`config.mk`:
```
export PLATFORM = sky130hd
export DESIGN_NAME = id_ctrl_pipe
export DESIGN_NICKNAME = d
export VERILOG_FILES = /design/src/rtl/id_ctrl_pipe.sv
export SDC_FILE = /design/constraint.sdc
export NUM_CORES = 1
export LEC_CHECK = 0
export ABC_AREA = 0
export BUFFER_PORTS_ARGS = -buffer_cell sky130_fd_sc_hd__clkbuf_2
export CORE_ASPECT_RATIO = 0.9
export CORE_MARGIN = 2
export CORE_UTILIZATION = 50
export DETAILED_ROUTE_END_ITERATION = 8
export PLACE_DENSITY = 0.95
export SYNTH_ARGS = -nofsm -noshare
export SYNTH_HDL_FRONTEND = slang
export SYNTH_SLANG_ARGS = --single-unit
```
`constraint.sdc`:
```
create_clock -name clk -period 4.9 [get_ports clk]
set_input_delay 0.98 -clock clk [delete_from_list [all_inputs] [get_ports clk]]
set_output_delay 0.98 -clock clk [all_outputs]
set_load 0.01 [all_outputs]
```
`src/rtl/id_ctrl_pipe.sv`:
```
// ID-stage control for the 5-stage MIPS pipeline: decode, branch/jump resolve, RAW hazards, ID/EX and EX/MEM write shadow, MUL busy counter.
// Optional macro FORWARD_EN enables operand forwarding and reduces stalls to load-use and branch-compare cases.
module id_ctrl_pipe #(
    parameter int unsigned DATA_W  = 32,
    parameter int unsigned RF_AW   = 5,
    parameter int unsigned MDU_LAT = 4
) (
    input  logic              clk,
    input  logic              rst,
    input  logic [31:0]       instr,
    input  logic              id_valid,
    input  logic [DATA_W-1:0] rs_data,
    input  logic [DATA_W-1:0] rt_data,
    output logic              stall,
    output logic              flush_if,
    output logic              jump,
    output logic [1:0]        mux_pc,
    output logic [1:0]        fwd_a_sel,
    output logic [1:0]        fwd_b_sel,
    output logic              ex_valid,
    output logic [3:0]        ex_aluc,
    output logic              ex_mux_alua,
    output logic [1:0]        ex_mux_alub,
    output logic [1:0]        ex_mux_wdata,
    output logic [RF_AW-1:0]  ex_waddr,
    output logic              ex_write,
    output logic              ex_dm_w,
    output logic              mdu_busy
);
    localparam int unsigned CNT_W = (MDU_LAT > 1) ? $clog2(MDU_LAT) : 1;

    localparam logic [5:0] OP_R = 6'b000000, OP_J = 6'b000010, OP_JAL = 6'b000011;
    localparam logic [5:0] OP_BEQ = 6'b000100, OP_BNE = 6'b000101;
    localparam logic [5:0] OP_ADDI = 6'b001000, OP_ADDIU = 6'b001001, OP_SLTI = 6'b001010;
    localparam logic [5:0] OP_SLTIU = 6'b001011, OP_ANDI = 6'b001100, OP_ORI = 6'b001101;
    localparam logic [5:0] OP_XORI = 6'b001110, OP_LUI = 6'b001111;
    localparam logic [5:0] OP_LW = 6'b100011, OP_SW = 6'b101011, OP_MUL = 6'b011100;

    localparam logic [5:0] F_SLL = 6'b000000, F_SRL = 6'b000010, F_SRA = 6'b000011;
    localparam logic [5:0] F_SLLV = 6'b000100, F_SRLV = 6'b000110, F_SRAV = 6'b000111;
    localparam logic [5:0] F_JR = 6'b001000, F_MUL = 6'b000010;
    localparam logic [5:0] F_ADD = 6'b100000, F_ADDU = 6'b100001, F_SUB = 6'b100010;
    localparam logic [5:0] F_SUBU = 6'b100011, F_AND = 6'b100100, F_OR = 6'b100101;
    localparam logic [5:0] F_XOR = 6'b100110, F_NOR = 6'b100111, F_SLT = 6'b101010;
    localparam logic [5:0] F_SLTU = 6'b101011;

    typedef struct packed {
        logic             valid;
        logic [3:0]       aluc;
        logic             mux_alua;
        logic [1:0]       mux_alub;
        logic [1:0]       mux_wdata;
        logic [RF_AW-1:0] waddr;
        logic             write;
        logic             dm_w;
        logic             is_lw;
    } ctrl_t;

    logic [5:0]       op, func;
    logic [RF_AW-1:0] rs_a, rt_a, rd_a, dest;
    ctrl_t            dec, ex_q;
    logic             wr, uses_rs, uses_rt, is_jmp, is_jr, is_beq, is_bne, is_mul;
    logic             mem_valid, mem_write, mem_is_lw;
    logic [RF_AW-1:0] mem_waddr;
    logic [CNT_W-1:0] mdu_cnt;
    logic             ex_hit_rs, ex_hit_rt, mem_hit_rs, mem_hit_rt, hazard, take, load;
    logic             unused_shamt;

    assign op           = instr[31:26];
    assign func         = instr[5:0];
    assign rs_a         = RF_AW'(instr[25:21]);
    assign rt_a         = RF_AW'(instr[20:16]);
    assign rd_a         = RF_AW'(instr[15:11]);
    assign unused_shamt = ^instr[10:6];

    // Instruction decode into the ID/EX control payload
    always_comb begin
        dec     = '0;
        dest    = rt_a;
        wr      = 1'b0;
        uses_rs = 1'b0;
        uses_rt = 1'b0;
        is_jmp  = 1'b0;
        is_jr   = 1'b0;
        is_beq  = 1'b0;
        is_bne  = 1'b0;
        is_mul  = 1'b0;
        case (op)
            OP_R: begin
                dest         = rd_a;
                wr           = 1'b1;
                uses_rs      = 1'b1;
                uses_rt      = 1'b1;
                dec.mux_alub = 2'b10;
                case (func)
                    F_ADD:  dec.aluc = 4'b0010;
                    F_ADDU: dec.aluc = 4'b0000;
                    F_SUB:  dec.aluc = 4'b0011;
                    F_SUBU: dec.aluc = 4'b0001;
                    F_AND:  dec.aluc = 4'b0100;
                    F_OR:   dec.aluc = 4'b0101;
                    F_XOR:  dec.aluc = 4'b0110;
                    F_NOR:  dec.aluc = 4'b0111;
                    F_SLT:  dec.aluc = 4'b1011;
                    F_SLTU: dec.aluc = 4'b1010;
                    F_SLLV: dec.aluc = 4'b1110;
                    F_SRLV: dec.aluc = 4'b1101;
                    F_SRAV: dec.aluc = 4'b1100;
                    F_SLL: begin
                        dec.aluc     = 4'b1110;
                        dec.mux_alua = 1'b1;
                        uses_rs      = 1'b0;
                    end
                    F_SRL: begin
                        dec.aluc     = 4'b1101;
                        dec.mux_alua = 1'b1;
                        uses_rs      = 1'b0;
                    end
                    F_SRA: begin
                        dec.aluc     = 4'b1100;
                        dec.mux_alua = 1'b1;
                        uses_rs      = 1'b0;
                    end
                    F_JR: begin
                        wr           = 1'b0;
                        uses_rt      = 1'b0;
                        is_jr        = 1'b1;
                        dec.mux_alub = 2'b00;
                    end
                    default: begin
                        wr           = 1'b0;
                        uses_rs      = 1'b0;
                        uses_rt      = 1'b0;
                        dec.mux_alub = 2'b00;
                    end
                endcase
            end
            OP_ADDI:  begin wr = 1'b1; uses_rs = 1'b1; dec.aluc = 4'b0010; end
            OP_ADDIU: begin wr = 1'b1; uses_rs = 1'b1; dec.aluc = 4'b0000; end
            OP_SLTI:  begin wr = 1'b1; uses_rs = 1'b1; dec.aluc = 4'b1011; end
            OP_SLTIU: begin wr = 1'b1; uses_rs = 1'b1; dec.aluc = 4'b1010; end
            OP_ANDI:  begin wr = 1'b1; uses_rs = 1'b1; dec.aluc = 4'b0100; dec.mux_alub = 2'b01; end
            OP_ORI:   begin wr = 1'b1; uses_rs = 1'b1; dec.aluc = 4'b0101; dec.mux_alub = 2'b01; end
            OP_XORI:  begin wr = 1'b1; uses_rs = 1'b1; dec.aluc = 4'b0110; dec.mux_alub = 2'b01; end
            OP_LUI:   begin wr = 1'b1; dec.aluc = 4'b1000; dec.mux_alub = 2'b01; end
            OP_LW: begin
                wr            = 1'b1;
                uses_rs       = 1'b1;
                dec.aluc      = 4'b0010;
                dec.mux_wdata = 2'b01;
                dec.is_lw     = 1'b1;
            end
            OP_SW: begin
                uses_rs  = 1'b1;
                uses_rt  = 1'b1;
                dec.aluc = 4'b0010;
                dec.dm_w = 1'b1;
            end
            OP_BEQ, OP_BNE: begin
                uses_rs      = 1'b1;
                uses_rt      = 1'b1;
                is_beq       = (op == OP_BEQ);
                is_bne       = (op == OP_BNE);
                dec.aluc     = 4'b0011;
                dec.mux_alub = 2'b10;
            end
            OP_J: is_jmp = 1'b1;
            OP_JAL: begin
                is_jmp        = 1'b1;
                wr            = 1'b1;
                dest          = RF_AW'(5'd31);
                dec.mux_wdata = 2'b10;
            end
            OP_MUL: begin
                if (func == F_MUL) begin
                    is_mul        = 1'b1;
                    wr            = 1'b1;
                    uses_rs       = 1'b1;
                    uses_rt       = 1'b1;
                    dest          = rd_a;
                    dec.mux_alub  = 2'b10;
                    dec.mux_wdata = 2'b11;
                end
            end
            default: ;
        endcase
        dec.valid = 1'b1;
        dec.write = wr & (dest != '0);
        dec.waddr = dec.write ? dest : '0;
    end

    assign ex_hit_rs  = id_valid & uses_rs & ex_q.valid & ex_q.write & (ex_q.waddr != '0) & (ex_q.waddr == rs_a);
    assign ex_hit_rt  = id_valid & uses_rt & ex_q.valid & ex_q.write & (ex_q.waddr != '0) & (ex_q.waddr == rt_a);
    assign mem_hit_rs = id_valid & uses_rs & mem_valid & mem_write & (mem_waddr != '0) & (mem_waddr == rs_a);
    assign mem_hit_rt = id_valid & uses_rt & mem_valid & mem_write & (mem_waddr != '0) & (mem_waddr == rt_a);

`ifdef FORWARD_EN
    // Forwarding covers ALU results; only loads and ID-stage compares still need a bubble
    assign fwd_a_sel = ex_hit_rs ? 2'b01 : (mem_hit_rs ? 2'b10 : 2'b00);
    assign fwd_b_sel = ex_hit_rt ? 2'b01 : (mem_hit_rt ? 2'b10 : 2'b00);
    assign hazard    = (ex_q.is_lw & (ex_hit_rs | ex_hit_rt))
                     | ((is_beq | is_bne | is_jr)
                        & (ex_hit_rs | ex_hit_rt | (mem_is_lw & (mem_hit_rs | mem_hit_rt))));
`else
    logic unused_lw;
    assign unused_lw = ex_q.is_lw ^ mem_is_lw;
    assign fwd_a_sel = 2'b00;
    assign fwd_b_sel = 2'b00;
    assign hazard    = ex_hit_rs | ex_hit_rt | mem_hit_rs | mem_hit_rt;
`endif

    // Redirect resolution; MUL freeze outranks hazard stall which outranks redirect
    assign mdu_busy = (mdu_cnt != '0);
    assign stall    = hazard & ~mdu_busy;
    assign take     = is_jmp | is_jr | (is_beq & (rs_data == rt_data)) | (is_bne & (rs_data != rt_data));
    assign jump     = take & id_valid & ~stall & ~mdu_busy;
    assign flush_if = jump;
    assign mux_pc   = !jump ? 2'b10 : (is_jmp ? 2'b00 : (is_jr ? 2'b01 : 2'b11));
    assign load     = id_valid & ~hazard;

    // ID/EX register, EX/MEM write shadow and MUL occupancy counter
    always_ff @(posedge clk or posedge rst) begin
        if (rst) begin
            ex_q      <= '0;
            mem_valid <= 1'b0;
            mem_write <= 1'b0;
            mem_waddr <= '0;
            mem_is_lw <= 1'b0;
            mdu_cnt   <= '0;
        end else if (mdu_busy) begin
            mdu_cnt <= mdu_cnt - CNT_W'(1);
        end else begin
            mem_valid <= ex_q.valid;
            mem_write <= ex_q.write;
            mem_waddr <= ex_q.waddr;
            mem_is_lw <= ex_q.is_lw;
            ex_q      <= load ? dec : '0;
            mdu_cnt   <= (load & is_mul) ? CNT_W'(MDU_LAT - 1) : '0;
        end
    end

    assign ex_valid     = ex_q.valid;
    assign ex_aluc      = ex_q.aluc;
    assign ex_mux_alua  = ex_q.mux_alua;
    assign ex_mux_alub  = ex_q.mux_alub;
    assign ex_mux_wdata = ex_q.mux_wdata;
    assign ex_waddr     = ex_q.waddr;
    assign ex_write     = ex_q.write;
    assign ex_dm_w      = ex_q.dm_w;
endmodule

```
==> results_dict.tcl, run 1 <==
set metrics [dict create \
    status "completed" \
    wirelength_um 6720 \
    grt_util_met2_pct 43.7 \
    gr-total-overflow 0 \
    rsz0062_at_grt "no" \
    leakage_nw 1.47 \
    drcViolationCount 0 \
    cts_setup_buffers 0 \
    required_ps 3920 \
    antennaDiodeCount 0 \
    critPathMaxStageDelay_ps 420 \
    routedWlPerCell_um 14.5 \
    clk_pin_slew_ps 80 \
    row_count 23 \
    cp_slowest_cell "or2_2" \
    synth-edff-count 0 \
    place_hpwl_um 5440 \
    worstMarginPinSlew_ps 980 \
    insertion_delay_ps 270 \
    coreArea_um2 4550 \
    fmax_mhz 245 \
    cp-start-kind "input pin" \
    fin_skew_ps 3.47 \
    ys_types 57 \
    maxSlewViolCount 0 \
    dieHeight_um 69.8 \
    peakVddDrop_mv 0.164 \
    hold_depth 1 \
    die-area_um2 5380 \
    postRouteAntennaNets 0 \
    cp.arrival_ps 3100 \
    grt_antenna_before_repair 0 \
    syn-cell-area_um2 2400 \
    p_per_area_nw_per_um2 165 \
    reg2reg_depth 6 \
    tns_ps 0 \
    netlist_instances 301 \
    port-buffer-count 116 \
    first_iter_violations 258 \
    cp_max_fo 17 \
    ios 126 \
    met3_usage_pct 5.08 \
    area_growth_syn_to_layout_pct 24.8 \
    yosysSeqAreaShare_pct 27.1 \
    p_switching_uw 141 \
    grt_max_degree 27 \
    hold_class "reg -> reg" \
    fin_crit_sh_pct 83.4 \
    gp_congestion 0.960 \
    p_seq_share_pct 44.9 \
    cts-root-to-sink-buffers 2 \
    clockPowerShare_pct 27.5 \
    cts_inserted_buffers 3 \
    final-setup-viol-count 0 \
    r2r_setup_slack_ps 2500 \
    grt_first_pass_wirelength_um 11300 \
    initial_core_util_pct 52.9 \
    grt_usage_pct 25.5 \
    crit_type "in -> out" \
    sw_frac_of_total_pct 28.6 \
    num_vias 2573 \
    use_met1_pct 32.4 \
    clock_sinks 26 \
    die_x_um 77.1 \
    drt_first_pass_iters 5 \
    cp.depth 8 \
    ys_dominant_reg_cell "dfrtp_1" \
    hold_buffers 0 \
    grt_pass1_vias 2476 \
    crit_buf_inv 2 \
    cpMostUsedCell "clkbuf_2" \
    async_flop_share_pct 100 \
    ctsResizeCount 0 \
    routed_via_density 5.55 \
    tritoncts "done" \
    p_int_uw 353 \
    drv_cap 0 \
    fin_nets 502 \
    endpoint_kind "output port" \
    hold_violations 0 \
    avgSynthCellArea_um2 7.99 \
    synth-warning-count 0 \
    min_period_ps 4080 \
    n_fill_cell 379 \
    power_uw 494 \
    drive_gt1_share_pct 33.8 \
    max_slew_margin_pct 34.4 \
    clock-root-buffer "clkbuf_8" \
    synth_seq_cells 26 \
    power_frac_comb_pct 27.7 \
    critical-path-top-delay-family "simple AND/OR/NAND/NOR gates" \
    busiest_layer "met2" \
    cts.htree.levels 1 \
    cp_cell_sequence "clkbuf_2 -> nor4bb_1 -> and4_1 -> a41o_1 -> o32ai_4 -> nand4_4 -> or2_2 -> clkbuf_2" \
]
synth_stat cells, types with 6 or more instances:
cell type  instances  area (um^2)
nor2_1            20         75.1
o21ai_0            9         45.0
nand2_1           54          203
o21ai_1            7         35.0
o31ai_1            7         52.6
buf_2              9         45.0
a21oi_1            8         40.0
dfrtp_1           26          651
nor3_1             8         40.0
clkbuf_1           6         22.5
xnor2_1           16          140
inv_1              7         26.3
xor2_1            36          315
nor4_1            13         81.3
layout make-up:
cell class / instances / area (um^2) / share of cell area (%)
multi-input combinational: 248 / 1610 / 53.5
sequential: 26 / 651 / 21.7
timing repair buffer: 116 / 581 / 19.3
tap: 62 / 77.6 / 2.59
clock buffer: 4 / 55.1 / 1.83
inverter: 8 / 30.0 / 1.00
cells by family (layout without fill, tap and decap cells):
logic type,after synthesis,count (layout),share of synthesized area (%)
xor+xnor,52,52,18.9
mux,6,6,2.76
simple gates,131,131,27.6
other cells,1,4,0.156
compound gates,55,55,16.9
flops,26,26,27.1
buf+inv,30,128,6.56
worst reg2reg max path, stage by stage (launching register included):
cell	delay (ps)
dfrtp_1	470
or4_1	540
o211ai_1	230
nor4_1	110
o32ai_2	240
nand4_4	320
o31ai_1	390
per-layer routing:
layer	share of wire (%)	routed length, um	vias to the layer above
met5	0	0	-
met4	2.6	172	0
met3	8.0	541	21
met2	51	3420	129
met1	39	2590	1167
li1	-	-	1256
cell usage in the layout, fill, tap and decap left out, types with 3 or more instances in the layout:
cell,n
nor2_1,20
nor3_1,8
o31ai_1,7
nand2b_1,3
nand2_1,54
dfrtp_1,26
nand4_1,3
inv_1,7
nor4_1,13
conb_1,4
nand3_1,5
clkbuf_2,116
o21ai_0,9
clkbuf_8,4
mux2_2,5
xor2_1,36
or4_1,4
nor2b_1,3
xnor2_1,16
o21ai_1,7
a21oi_1,8
and2_1,3
a31oi_1,4
state kept, by name (all words and copies together) (netlist names):
signal,cells
mem_waddr,5
ex_mux_alua,1
mdu_cnt,2
ex_dm_w,1
ex_mux_alub,2
ex_write,1
mem_write,1
ex_mux_wdata,2
ex_waddr,5
ex_valid,1
mem_valid,1
ex_aluc,4
power groups by stage:
stage | Sequential, mW | Clock, mW | Combinational [mW]
global placement | 0.226 | 0 | 0.130
detailed placement | 0.226 | 0 | 0.136
floorplan | 0.226 | 0 | 0.0795
finish | 0.222 | 0.136 | 0.137
CTS | 0.221 | 0.136 | 0.136
global route | 0.222 | 0.145 | 0.151
final timing paths:
| kind | endpoint | from |
|---|---|---|
| max in group asynchronous | ex_waddr[2]$_DFFE_PP0P_ | rst |
| min | mdu_cnt[0]$_DFF_PP0_ | mdu_cnt[0]$_DFF_PP0_ |
| min reg2reg | mdu_cnt[0]$_DFF_PP0_ | mdu_cnt[0]$_DFF_PP0_ |
| max reg2reg | ex_waddr[0]$_DFFE_PP0P_ | ex_waddr[2]$_DFFE_PP0P_ |
| max | mux_pc[1] | instr[1] |
| min in group asynchronous | mem_waddr[2]$_DFFE_PP0P_ | rst |
stage by stage:
stage          utilization [%]  worst slack (ps)  area (um^2)  cells  hold slack (ps)
2_1_floorplan                -              1050         2410    304              427
3_3_place_gp              64.8               865         2950    460              437
3_5_place_dp              64.8               850         2950    460              458
4_1_cts                   66.0               837         3000    464              469
5_1_grt                   66.0               680         3000    464              488
6_report                  66.0               815         3000    464              464
(Power assumes the default switching activity.)
==> run 2: changes to the inputs <==
--- a/config.mk
+++ b/config.mk
@@ -9,9 +9,9 @@
 export BUFFER_PORTS_ARGS = -buffer_cell sky130_fd_sc_hd__clkbuf_2
 export CORE_ASPECT_RATIO = 0.9
 export CORE_MARGIN = 2
-export CORE_UTILIZATION = 50
+export CORE_UTILIZATION = 46
 export DETAILED_ROUTE_END_ITERATION = 8
-export PLACE_DENSITY = 0.95
+export PLACE_DENSITY = 0.92
 export SYNTH_ARGS = -nofsm -noshare
 export SYNTH_HDL_FRONTEND = slang
 export SYNTH_SLANG_ARGS = --single-unit
==> constraint.sdc (replaced) <==
create_clock -name clk -period 4.1 [get_ports clk]
set_input_delay 0.82 -clock clk [delete_from_list [all_inputs] [get_ports clk]]
set_output_delay 0.82 -clock clk [all_outputs]
set_load 0.01 [all_outputs]
==> results_dict.tcl, run 2 (synthesized netlist as in run 1, its figures left out) <==
set metrics [dict create \
    p_seq_share_pct 46.1 \
    place_hpwl_um 5460 \
    die_x_um 80.2 \
    grt_first_pass_wirelength_um 11000 \
    cp_max_fo 2 \
    cts_setup_buffers 0 \
    endpoint_kind "output port" \
    num_vias 2602 \
    maxSlewViolCount 0 \
    status "completed" \
    dieHeight_um 72.6 \
    die-area_um2 5820 \
    required_ps 3280 \
    busiest_layer "met2" \
    leakage_nw 1.48 \
    peakVddDrop_mv 0.0997 \
    grt_usage_pct 23.4 \
    drt_first_pass_iters 4 \
    cts-root-to-sink-buffers 2 \
    area_growth_syn_to_layout_pct 25.0 \
    worstMarginPinSlew_ps 951 \
    initial_core_util_pct 48.8 \
    gp_congestion 0.917 \
    critical-path-top-delay-family "simple AND/OR/NAND/NOR gates" \
    final_util_pct 61.0 \
    met3_usage_pct 4.33 \
    use_met1_pct 29.5 \
    grt_antenna_before_repair 0 \
    sw_frac_of_total_pct 30.0 \
    hold_buffers 0 \
    cp_slowest_cell "or4_1" \
    routedWlPerCell_um 14.4 \
    hold_violations 0 \
    critPathMaxStageDelay_ps 470 \
    p_switching_uw 172 \
    cp-start-kind "input pin" \
    port-buffer-count 116 \
    p_per_area_nw_per_um2 191 \
    final_common_cell "clkbuf_2" \
    drcViolationCount 0 \
    fin_skew_ps 6.69 \
    crit_buf_inv 2 \
    power_frac_comb_pct 28.6 \
    final-setup-viol-count 0 \
    row_count 24 \
    coreArea_um2 4920 \
    drv_cap 0 \
    first_iter_violations 245 \
    crit_type "in -> out" \
    grt_util_met2_pct 40.6 \
    clock_sinks 26 \
    place_area_um2 2960 \
    gr-total-overflow 0 \
    ctsResizeCount 0 \
    max_slew_margin_pct 36.6 \
    cp.arrival_ps 2700 \
    fin_area_um2 3010 \
    hold_class "reg -> reg" \
    cpMostUsedCell "clkbuf_2" \
    clockPowerShare_pct 25.3 \
    wirelength_um 6760 \
    ios 126 \
    insertion_delay_ps 280 \
    final_cell_mix "clkbuf_2 (116), nand2_1 (54), xor2_1 (36), dfrtp_1 (26), nor2_1 (20)" \
    fin_crit_sh_pct 85.9 \
    postRouteAntennaNets 0 \
    grt_pass1_vias 2520 \
    cts.htree.levels 1 \
    clock-root-buffer "clkbuf_8" \
    min_period_ps 3520 \
    rsz0062_at_grt "no" \
    tns_ps 0 \
    routed_via_density 5.56 \
    grt_max_degree 27 \
    p_int_uw 402 \
    fmax_mhz 284 \
    tritoncts "done" \
    drive_gt1_share_pct 34.0 \
    fin_nets 504 \
    cp_cell_sequence "clkbuf_2 -> xor2_1 -> nor4_1 -> nand4_1 -> or4_1 -> and2_0 -> a21oi_1 -> clkbuf_2" \
    antennaDiodeCount 0 \
    cts_inserted_buffers 3 \
    clk_pin_slew_ps 90 \
]
## run 2: changes by cell type in the layout (fill, tap and decap cells not counted), sizes merged
cell    previous run  this run
clkbuf           120       119
buf                0         2
## run 2: stage by stage
step | setup WS, ps | power, mW | hold WS (ps) | std cells
floorplan | 573 | 0.365 | 427 | 304
global placement | 614 | 0.426 | 439 | 465
detailed placement | 562 | 0.433 | 472 | 465
CTS | 560 | 0.571 | 481 | 468
global route | 393 | 0.598 | 514 | 468
finish | 576 | 0.574 | 478 | 468
## run 2: path summary, 6_finish.rpt
| check | start | slack (ps) | endpoint | cells after the start |
|---|---|---|---|---|
| min reg2reg | mdu_cnt[0]$_DFF_PP0_ | 480 | mdu_cnt[0]$_DFF_PP0_ | 1 |
| min | mdu_cnt[0]$_DFF_PP0_ | 480 | mdu_cnt[0]$_DFF_PP0_ | 1 |
| min in group asynchronous | rst | 730 | mem_waddr[0]$_DFFE_PP0P_ | 2 |
| max | rt_data[30] | 580 | flush_if | 8 |
| max reg2reg | ex_waddr[3]$_DFFE_PP0P_ | 1750 | ex_waddr[2]$_DFFE_PP0P_ | 7 |
| max in group asynchronous | rst | 2790 | mem_waddr[3]$_DFFE_PP0P_ | 2 |
## run 2: metal layers
metal | share of wire (%) | up-vias
met2 | 52 | 113
met1 | 40 | 1212
met4 | 1.5 | 0
met3 | 7.1 | 13
li1 | - | 1264
met5 | 0 | -
## run 2: final cells by class
cell class / instances / area (um^2)
clock buffers: 3 / 41.3
repair buffers: 118 / 596
inverters: 8 / 30.0
multi-input cells: 248 / 1610
well taps: 65 / 81.3
fillers: 426 / 1920
flip-flops and latches: 26 / 651
## run 2: power by group through the flow
stage	logic (mW)	clock network [mW]	registers [mW]
finish	0.164	0.145	0.265
global placement	0.157	0	0.270
floorplan	0.0950	0	0.270
global route	0.181	0.152	0.265
CTS	0.164	0.143	0.265
detailed placement	0.163	0	0.270
## run 2: worst reg2reg max path, stage by stage, from the launching register on
cell and delay (ps):
dfrtp_1 480, or4_1 530, o211ai_1 230, nor4_1 130
o32ai_2 250, nand4_4 170, buf_4 220, o31ai_1 250
